$ cat config.mk
export PLATFORM = sky130hd
export DESIGN_NAME = alu_sequencer_flat
export DESIGN_NICKNAME = d
export VERILOG_FILES = /design/src/rtl/alu_sequencer_if.sv /design/src/rtl/alu_sequencer.sv /design/src/flat_wrapper.sv
export SDC_FILE = /design/constraint.sdc
export NUM_CORES = 1
export LEC_CHECK = 0
export CAP_MARGIN = 20
export CELL_PAD_IN_SITES_DETAIL_PLACEMENT = 1
export CELL_PAD_IN_SITES_GLOBAL_PLACEMENT = 2
export CORE_MARGIN = 2
export CORE_UTILIZATION = 25
export DETAILED_ROUTE_END_ITERATION = 10
export PLACE_DENSITY_LB_ADDON = 0.1
export SYNTH_ARGS = -nofsm -noshare
export SYNTH_HDL_FRONTEND = slang
export SYNTH_SLANG_ARGS = --single-unit
$ cat constraint.sdc
create_clock -name clock -period 1.53 [get_ports clock]
set_input_delay 0.306 -clock clock [delete_from_list [all_inputs] [get_ports clock]]
set_output_delay 0.306 -clock clock [all_outputs]
set_load 0.02 [all_outputs]
$ cat src/rtl/alu_sequencer_if.sv
// Board-side bundle of the ALU operand-entry sequencer: switches, ALU result in,
// registered operands, opcode, display value and step indicators out.
interface alu_sequencer_if #(
    parameter int unsigned N = 8
);
    logic [N-1:0] data_in;
    logic [N-1:0] alu_result;
    logic         alu_carry;
    logic [N-1:0] A;
    logic [N-1:0] B;
    logic [1:0]   opcode;
    logic [15:0]  display_value;
    logic [1:0]   state;
    logic         result_valid;

    modport master (
        input  data_in, alu_result, alu_carry,
        output A, B, opcode, display_value, state, result_valid
    );

    modport slave (
        output data_in, alu_result, alu_carry,
        input  A, B, opcode, display_value, state, result_valid
    );
endinterface

$ cat src/rtl/alu_sequencer.sv
// Centre-button driven entry sequence (A, B, opcode, result) for the lab ALU.
// Optional button debounce is compiled in with DEBOUNCE_ALU_SEQ_EN.
module alu_sequencer #(
    parameter int unsigned N               = 8,
    parameter int unsigned DEBOUNCE_CYCLES = 1_000_000
) (
    input  logic            clock,
    input  logic            reset,
    input  logic            BTNC,
    alu_sequencer_if.master bus
);

    typedef enum logic [2:0] {
        ENTER_A,
        ENTER_B,
        ENTER_OP,
        CALC,
        SHOW_RES
    } state_e;

    if (DEBOUNCE_CYCLES == 0) begin : g_bad_debounce
        $error("alu_sequencer: DEBOUNCE_CYCLES must be at least 1");
    end
    if (N + 1 > 16) begin : g_bad_width
        $error("alu_sequencer: {carry, result} must fit the 16-bit display");
    end

    state_e       state_q, state_d;
    logic [N-1:0] a_q, a_d;
    logic [N-1:0] b_q, b_d;
    logic [1:0]   op_q, op_d;
    logic [N:0]   res_q, res_d;
    logic         btn_meta_q, btn_s;
    logic         press;
    logic [15:0]  display_c;
    logic [1:0]   step_c;
    logic         valid_c;

    // Two-flop synchronizer for the raw, asynchronous button
    always_ff @(posedge clock or posedge reset) begin
        if (reset) begin
            btn_meta_q <= 1'b0;
            btn_s      <= 1'b0;
        end else begin
            btn_meta_q <= BTNC;
            btn_s      <= btn_meta_q;
        end
    end

`ifdef DEBOUNCE_ALU_SEQ_EN
    localparam int unsigned CNT_W = $clog2(DEBOUNCE_CYCLES + 1);

    logic [CNT_W-1:0] db_cnt_q;
    logic             btn_acc_q, btn_acc_prev_q;

    // Accept a new level only after it has been stable for DEBOUNCE_CYCLES samples
    always_ff @(posedge clock or posedge reset) begin
        if (reset) begin
            db_cnt_q       <= '0;
            btn_acc_q      <= 1'b0;
            btn_acc_prev_q <= 1'b0;
        end else begin
            btn_acc_prev_q <= btn_acc_q;
            if (btn_s == btn_acc_q) begin
                db_cnt_q <= '0;
            end else if (db_cnt_q == CNT_W'(DEBOUNCE_CYCLES - 1)) begin
                db_cnt_q  <= '0;
                btn_acc_q <= btn_s;
            end else begin
                db_cnt_q <= db_cnt_q + CNT_W'(1);
            end
        end
    end

    assign press = btn_acc_q & ~btn_acc_prev_q;
`else
    logic btn_prev_q;

    always_ff @(posedge clock or posedge reset) begin
        if (reset) btn_prev_q <= 1'b0;
        else       btn_prev_q <= btn_s;
    end

    assign press = btn_s & ~btn_prev_q;
`endif

    always_ff @(posedge clock or posedge reset) begin
        if (reset) begin
            state_q <= ENTER_A;
            a_q     <= '0;
            b_q     <= '0;
            op_q    <= '0;
            res_q   <= '0;
        end else begin
            state_q <= state_d;
            a_q     <= a_d;
            b_q     <= b_d;
            op_q    <= op_d;
            res_q   <= res_d;
        end
    end

    // Step sequencing; CALC is a single unconditional cycle so presses there are dropped
    always_comb begin
        state_d = state_q;
        a_d     = a_q;
        b_d     = b_q;
        op_d    = op_q;
        res_d   = res_q;
        case (state_q)
            ENTER_A: begin
                if (press) begin
                    a_d     = bus.data_in;
                    state_d = ENTER_B;
                end
            end
            ENTER_B: begin
                if (press) begin
                    b_d     = bus.data_in;
                    state_d = ENTER_OP;
                end
            end
            ENTER_OP: begin
                if (press) begin
                    op_d    = bus.data_in[1:0];
                    state_d = CALC;
                end
            end
            CALC: begin
                res_d   = {bus.alu_carry, bus.alu_result};
                state_d = SHOW_RES;
            end
            SHOW_RES: begin
                if (press) state_d = ENTER_A;
            end
            default: state_d = ENTER_A;
        endcase
    end

    // Display shows a live preview of the switches while entering values
    always_comb begin
        display_c = 16'(bus.data_in);
        step_c    = 2'b00;
        valid_c   = 1'b0;
        case (state_q)
            ENTER_A: step_c = 2'b00;
            ENTER_B: step_c = 2'b01;
            ENTER_OP: begin
                display_c = 16'(bus.data_in[1:0]);
                step_c    = 2'b10;
            end
            CALC: begin
                display_c = 16'(res_q);
                step_c    = 2'b11;
            end
            SHOW_RES: begin
                display_c = 16'(res_q);
                step_c    = 2'b11;
                valid_c   = 1'b1;
            end
            default: step_c = 2'b00;
        endcase
    end

    assign bus.A             = a_q;
    assign bus.B             = b_q;
    assign bus.opcode        = op_q;
    assign bus.display_value = display_c;
    assign bus.state         = step_c;
    assign bus.result_valid  = valid_c;

endmodule

$ cat src/flat_wrapper.sv
// flat-port wrapper written by rule: the top's interface ports become plain ports
module alu_sequencer_flat 
#(
    parameter int unsigned N               = 8,
    parameter int unsigned DEBOUNCE_CYCLES = 1_000_000
)
  (clock, reset, BTNC, bus_data_in, bus_alu_result, bus_alu_carry, bus_A, bus_B, bus_opcode, bus_display_value, bus_state, bus_result_valid);
  alu_sequencer_if #(.N(N)) bus_i ();
  input  logic clock;
  input  logic reset;
  input  logic BTNC;
  input wire logic [$bits(bus_i.data_in)-1:0] bus_data_in;
  input wire logic [$bits(bus_i.alu_result)-1:0] bus_alu_result;
  input wire logic [$bits(bus_i.alu_carry)-1:0] bus_alu_carry;
  output wire logic [$bits(bus_i.A)-1:0] bus_A;
  output wire logic [$bits(bus_i.B)-1:0] bus_B;
  output wire logic [$bits(bus_i.opcode)-1:0] bus_opcode;
  output wire logic [$bits(bus_i.display_value)-1:0] bus_display_value;
  output wire logic [$bits(bus_i.state)-1:0] bus_state;
  output wire logic [$bits(bus_i.result_valid)-1:0] bus_result_valid;
  assign bus_i.data_in = bus_data_in;
  assign bus_i.alu_result = bus_alu_result;
  assign bus_i.alu_carry = bus_alu_carry;
  assign bus_A = bus_i.A;
  assign bus_B = bus_i.B;
  assign bus_opcode = bus_i.opcode;
  assign bus_display_value = bus_i.display_value;
  assign bus_state = bus_i.state;
  assign bus_result_valid = bus_i.result_valid;
  alu_sequencer #(.N(N), .DEBOUNCE_CYCLES(DEBOUNCE_CYCLES)) u_core (.clock(clock), .reset(reset), .BTNC(BTNC), .bus(bus_i));
endmodule
==> results.yml, run 1 <==
timing:
  finalHoldViolCount: 0
  period_share: 1.281
  slew_viol_final: 0
  min_period_ns: 1.959
  rsz0062_at_grt: "yes"
  setup_slack_ns: -0.4293
  clock.fmax_ghz: 0.5104
  finalSetupViolations: 20
  skew_ns: 0.004386
  hold_ws_ns: 0.3574
power_and_ir_drop:
  ir_drop_mv: 0.7884
  combPwrFrac: 0.580
  power_density_nw_per_um2: 2084
  leakagePower_nw: 1.168
  switching_share: 0.3867
  power_frac_seq: 0.299
  clkPwrFrac: 0.121
  power.total_mw: 5.200
  internal_power_mw: 3.189
  switchingPower_mw: 2.011
floorplanning:
  core_region_area_um2: 5921
  die_x_um: 82.08
  dieArea_um2: 6736
  initial_utilization: 0.2574
  io-pin-count: 57
  fp.dieH_um: 82.08
  rows: 28
clock_tree:
  clock-sinks: 33
  cts_buffers: 5
  clockBufferDepth: 2
  htree_num_levels: 2
  root_buffer: "clkbuf_8"
  cts_tree: "yes"
  clk-insertion-delay-late_ns: 0.28
  cts.clk_slew.worst_paths_ns: 0.07
drt:
  firstDrtPassIters: 3
  drt_iter0_drc: 30
  ant_nets: 0
  wl_per_cell_um: 16.08
  drc: 0
  post_drt_via_cell_ratio: 4.379
  routed_wl_um: 4245
  vias: 1156
finish:
  nets: 208
  drive_gt1_frac: 0.4868
  n_antenna_cell: 0
  instances_no_fill: 264
  utilization: 0.4214
  areaGrowthSynthToFinish_pct: 63.71
  finalInstanceArea_um2: 2495
worst_setup_path:
  startpoint_type: "register"
  cp_max_fo: 5
  worstPathRequired_ns: 1.22
  critPathArrivalTime_ns: 1.65
  cpMaxStageDelayCell: "or3b_4"
  cpPeakStageDelay_ns: 0.43
  crit_type: "reg -> out"
  crit_chain: "or3b_4 > nand2_4 > mux2_4 > buf_6"
  crit_path_end_kind: "output pin"
synth:
  yosysSeqAreaShare: 0.5419
  ys.flop_type: "dfrtp_1"
  synth_most_common_cell: "dfrtp_1"
  syn_area_per_cell_um2: 13.49
  ys_warn_count: 0
  netlist_area_um2: 1524
  yosys-top-cells-count: "dfrtp_1, mux2_2, mux2_4"
  synth_top_area_frac: 0.5419
  synth_cells: 113
  synth_seq_cells: 33
  synth_cell_types: 28
  postSynth.asyncResetShare: 1.000
  yosysTopAreaCell: "dfrtp_1"
  synth-edff-count: 0
  synth_area_leaders: "dfrtp_1, mux2_2, mux2_4"
grt:
  track_usage: 0.1285
  grt_pass1_wl_um: 6472
  grt_pass1_vias: 1321
  grt-ovfl-total: 0
  grt_max_degree: 34
  antenna_found_initial: 0
run:
  cap_violations: 0
placed_design:
  placed_area_um2: 2240
  place_congestion: 0.6847
  placed_cells: 251
  io_buffer_count: 49
  dp_hpwl_um: 3039
run_status:
  violations: "setup timing"
  status: "finished, violations left"
hold_path:
  worstHoldPathType: "reg -> reg"
critical path, delay by kind of cell (launching register included):
family | cells | cell delay (ns)
simple gates | 2 | 0.53
buf+inv | 1 | 0.13
flops | 1 | 0.40
mux | 1 | 0.31
per-stage QoR:
step	worst slack (ns)	setup TNS, ns
floorplan	-0.1022	-0.3125
global placement	-0.5020	-6.392
detailed placement	-0.5776	-6.982
CTS	-0.4430	-6.559
global route	-0.4971	-6.996
finish	-0.4293	-5.324
final cells by class:
class	instances	area [µm²]
multi-input cells	71	780.7
flip-flops and latches	33	825.8
inverters	4	18.77
repair buffers	73	695.7
fillers	628	3426
clock buffers	8	80.08
well taps	75	93.84
path summary, 6_finish.rpt:
check	from	end	slack, ns	depth (start not counted)
worst max-delay path	u_core.state_q[1]	bus_display_value[0]	-0.43	4
worst min-delay path	u_core.btn_meta_q	u_core.btn_s	0.36	0
worst max register to register	u_core.state_q[2]	u_core.bus.B[6]	-0.18	5
worst min register to register	u_core.btn_meta_q	u_core.btn_s	0.36	0
max in group asynchronous	reset	u_core.res_q[7]	0.98	3
min in group asynchronous	reset	u_core.btn_prev_q	0.37	3
placed cells by master (no fill, tap or decap), drive strengths merged:
cell type | synthesis | routed
a21oi | 4 | 4
a221oi | 4 | 4
a22o | 2 | 2
and2 | 2 | 2
buf | 9 | 36
clkbuf | 2 | 8
clkdlybuf4s50 | 0 | 19
clkinvlp | 0 | 1
conb | 1 | 7
dfrtp | 33 | 33
dlygate4sd2 | 0 | 18
inv | 4 | 3
mux2 | 30 | 30
mux2i | 4 | 4
nand2 | 4 | 4
nand2b | 2 | 2
nand3 | 2 | 2
nand3b | 1 | 1
nor2 | 3 | 3
nor2b | 1 | 1
o21a | 1 | 1
o21ai | 1 | 1
or2b | 1 | 1
or3 | 1 | 1
or3b | 1 | 1
cells by family after synthesis:
| family | after synthesis | synth area share |
|---|---|---|
| AO/OA/AOI/OAI | 12 | 0.05583 |
| multiplexers | 34 | 0.2677 |
| AND/OR/NAND/NOR | 18 | 0.07144 |
| buffers and inverters | 15 | 0.06074 |
| other | 1 | 0.002461 |
| flip-flops | 33 | 0.5419 |
timing repair:
action                     CTS  global route
pin swaps                    5             6
cloned                       0             0
setup endpoints to repair   44            28
hold buffers                 0             0
buffers inserted             4             1
gates resized for setup     90            29
metal layers:
layer,track usage,vias up,part of all wire
met1,0.1487,585,0.41
met2,0.2260,34,0.53
li1,-,531,-
met5,0,-,0
met4,0.03500,0,0.0099
met3,0.04286,6,0.052
registers in the layout (all words and copies together), names as in the netlist:
register,count
u_core.btn_meta_q,1
u_core.btn_prev_q,1
u_core.btn_s,1
u_core.bus.A,8
u_core.bus.B,8
u_core.bus.opcode,2
u_core.res_q,9
u_core.state_q,3
power by group through the flow:
stage	sequential, mW	clock, mW	combinational, mW
global placement	1.51	0	2.74
CTS	1.53	0.659	2.73
finish	1.56	0.630	3.01
detailed placement	1.53	0	2.79
floorplan	1.79	0	1.26
global route	1.61	0.696	3.23
(Power assumes the default switching activity.)
==> run 2: changes to the inputs <==
--- a/config.mk
+++ b/config.mk
@@ -12,6 +12,7 @@
 export CORE_UTILIZATION = 25
 export DETAILED_ROUTE_END_ITERATION = 10
 export PLACE_DENSITY_LB_ADDON = 0.1
+export SLEW_MARGIN = 25
 export SYNTH_ARGS = -nofsm -noshare
 export SYNTH_HDL_FRONTEND = slang
 export SYNTH_SLANG_ARGS = --single-unit
==> results of run 2 <==
The final DEF is identical to that of run 1; final timing and power are the same.
==> run 3: changes to the inputs <==
==> constraint.sdc (replaced) <==
create_clock -name clock -period 1.6 [get_ports clock]
set_input_delay 0.32 -clock clock [delete_from_list [all_inputs] [get_ports clock]]
set_output_delay 0.32 -clock clock [all_outputs]
set_load 0.02 [all_outputs]
==> run 3 against run 2 <==
  * The run still ends with setup timing left
  * Worst hold slack worse by 0.0062 ns
  * Critical path depth did not move
  * Sequential power down 6%
  * Count of clock-buffer cells in the layout fell by 1
  * Register-to-register slack improved by 0.03 ns
  * Routed wire length rose by 0.52%
  * Combinational power hardly changed
  * Core utilization is 1.6 points higher
  * Highest routed layer unchanged
  * Cell area rose by 3.9%
  * Sequential cell count is the same
  * Largest cell class unchanged
  * Non-clock buffer count increased by 9
==> results.yml, run 3 (synthesis gave the netlist of run 1 again) <==
power_and_ir_drop:
  ir_drop_mv: 0.8787
  leakagePower_nw: 1.306
  power.total_mw: 5.269
  power_density_nw_per_um2: 2033
placed_design:
  dp_hpwl_um: 2973
  io_buffer_count: 49
  place_congestion: 0.7510
worst_setup_path:
  cp_max_fo: 4
  r2r_cells: 6
  worstPathRequired_ns: 1.28
  ff2ff_setup_slack_ns: -0.15
  critPathArrivalTime_ns: 1.66
  worstReg2RegStart: "u_core.state_q[2]"
  crit_path_end_kind: "output pin"
  startpoint: "u_core.state_q[2]"
  reg2reg_to: "u_core.bus.B[0]"
  crit_type: "reg -> out"
  startpoint_type: "register"
clock_tree:
  htree_num_levels: 2
  cts_buffers: 5
  clockBufferDepth: 2
  root_buffer: "clkbuf_8"
  cts.clk_slew.worst_paths_ns: 0.07
  cts_tree: "yes"
  clock-sinks: 33
  clk-insertion-delay-late_ns: 0.29
  ctsHoldBuffers: 0
finish:
  largest_register_ffs: 9
  final_common_cell: "dfrtp_1"
  final_cell_mix: "dfrtp_1, buf_4, clkdlybuf4s50_1, mux2_2, buf_6"
  drive_gt1_frac: 0.5101
  nets: 217
  n_antenna_cell: 0
  max_flop_register: "u_core.res_q"
  fillerInstances: 621
  areaGrowthSynthToFinish_pct: 70.03
floorplanning:
  fp.dieH_um: 82.08
  die_x_um: 82.08
  dieArea_um2: 6736
  core_region_area_um2: 5921
  io-pin-count: 57
  initial_utilization: 0.2574
  rows: 28
drt:
  wl_per_cell_um: 15.63
  vias: 1180
  firstDrtPassIters: 2
  drc: 0
  post_drt_via_cell_ratio: 4.322
  drt_iter0_drc: 32
  ant_nets: 0
  routed_wl_um: 4267
timing:
  hold_ws_ns: 0.3513
  rsz0062_at_grt: "yes"
  tns_ns: -4.308
  skew_ns: 0.01151
  finalSetupViolations: 20
  setup_slack_ns: -0.3793
  finalHoldViolCount: 0
  clock.fmax_ghz: 0.5052
  slew_viol_final: 0
  min_period_ns: 1.979
  period_share: 1.237
grt:
  grt-ovfl-total: 0
  grt_max_degree: 34
  grt_pass1_vias: 1319
  track_usage: 0.1380
  antenna_found_initial: 0
  grt_pass1_wl_um: 6803
run_status:
  status: "finished, violations left"
  violations: "setup timing"
hold_path:
  worstHoldPathType: "reg -> reg"
  min_path_cells: 0
  min_from: "u_core.btn_meta_q"
  min_to: "u_core.btn_s"
run:
  cap_violations: 0
==> run 3: layer usage <==
layer  vias up  wire (µm)  global-route usage  share of wire
met2        38       2292              0.2431           0.54
met3         2        277             0.03956          0.065
met5         -          0                   0              0
li1        550          -                   -              -
met4         0         14             0.05500         0.0033
met1       590       1683              0.1562           0.39
==> run 3: how the worst max path moves through the flow <==
stage          cells after the start                   end
4_1_cts                            4  bus_display_value[0]
6_report                           4  bus_display_value[0]
2_1_floorplan                      4  bus_display_value[0]
3_5_place_dp                       4  bus_display_value[0]
3_3_place_gp                       4  bus_display_value[0]
5_1_grt                            4  bus_display_value[0]
==> run 3: metrics by stage <==
stage                     cells  utilization  area, µm²  worst slack, ns
final                       273       0.4377       2591          -0.3793
after floorplan             119            -       1562         -0.04629
after global placement      255       0.3806       2253          -0.4573
after detailed placement    255       0.3806       2253          -0.4904
after global routing        273       0.4377       2591          -0.4464
after CTS                   270       0.4199       2486          -0.3911
==> run 3: final cells by class <==
cell class | instances | area, µm² | share of cell area
tap | 75 | 93.84 | 0.03621
inverter | 4 | 17.52 | 0.006760
sequential | 33 | 825.8 | 0.3187
clock inverter | 1 | 30.03 | 0.01159
clock buffer | 7 | 86.33 | 0.03332
multi-input combinational | 71 | 725.7 | 0.2801
timing repair buffer | 82 | 812.0 | 0.3134
==> run 3: worst max-delay path: stages, from the launching register on <==
cell and delay, ns:
dfrtp_1 0.40, or3b_4 0.43, nand2_4 0.11, mux2_4 0.31, buf_6 0.13
==> run 3: power breakdown <==
group	leakage [nW]	switching, mW	internal, mW	total [mW]
Combinational	0.859	1.35	1.64	2.99
Sequential	0.389	0.235	1.22	1.46
Clock	0.0585	0.312	0.508	0.820
Total	1.31	1.90	3.37	5.27
==> run 3: what timing repair did <==
action                                  in CTS  in global routing
endpoints found under the setup margin      21                 42
resized for setup                           85                 25
pin swaps                                    2                  8
setup buffers                                7                  3
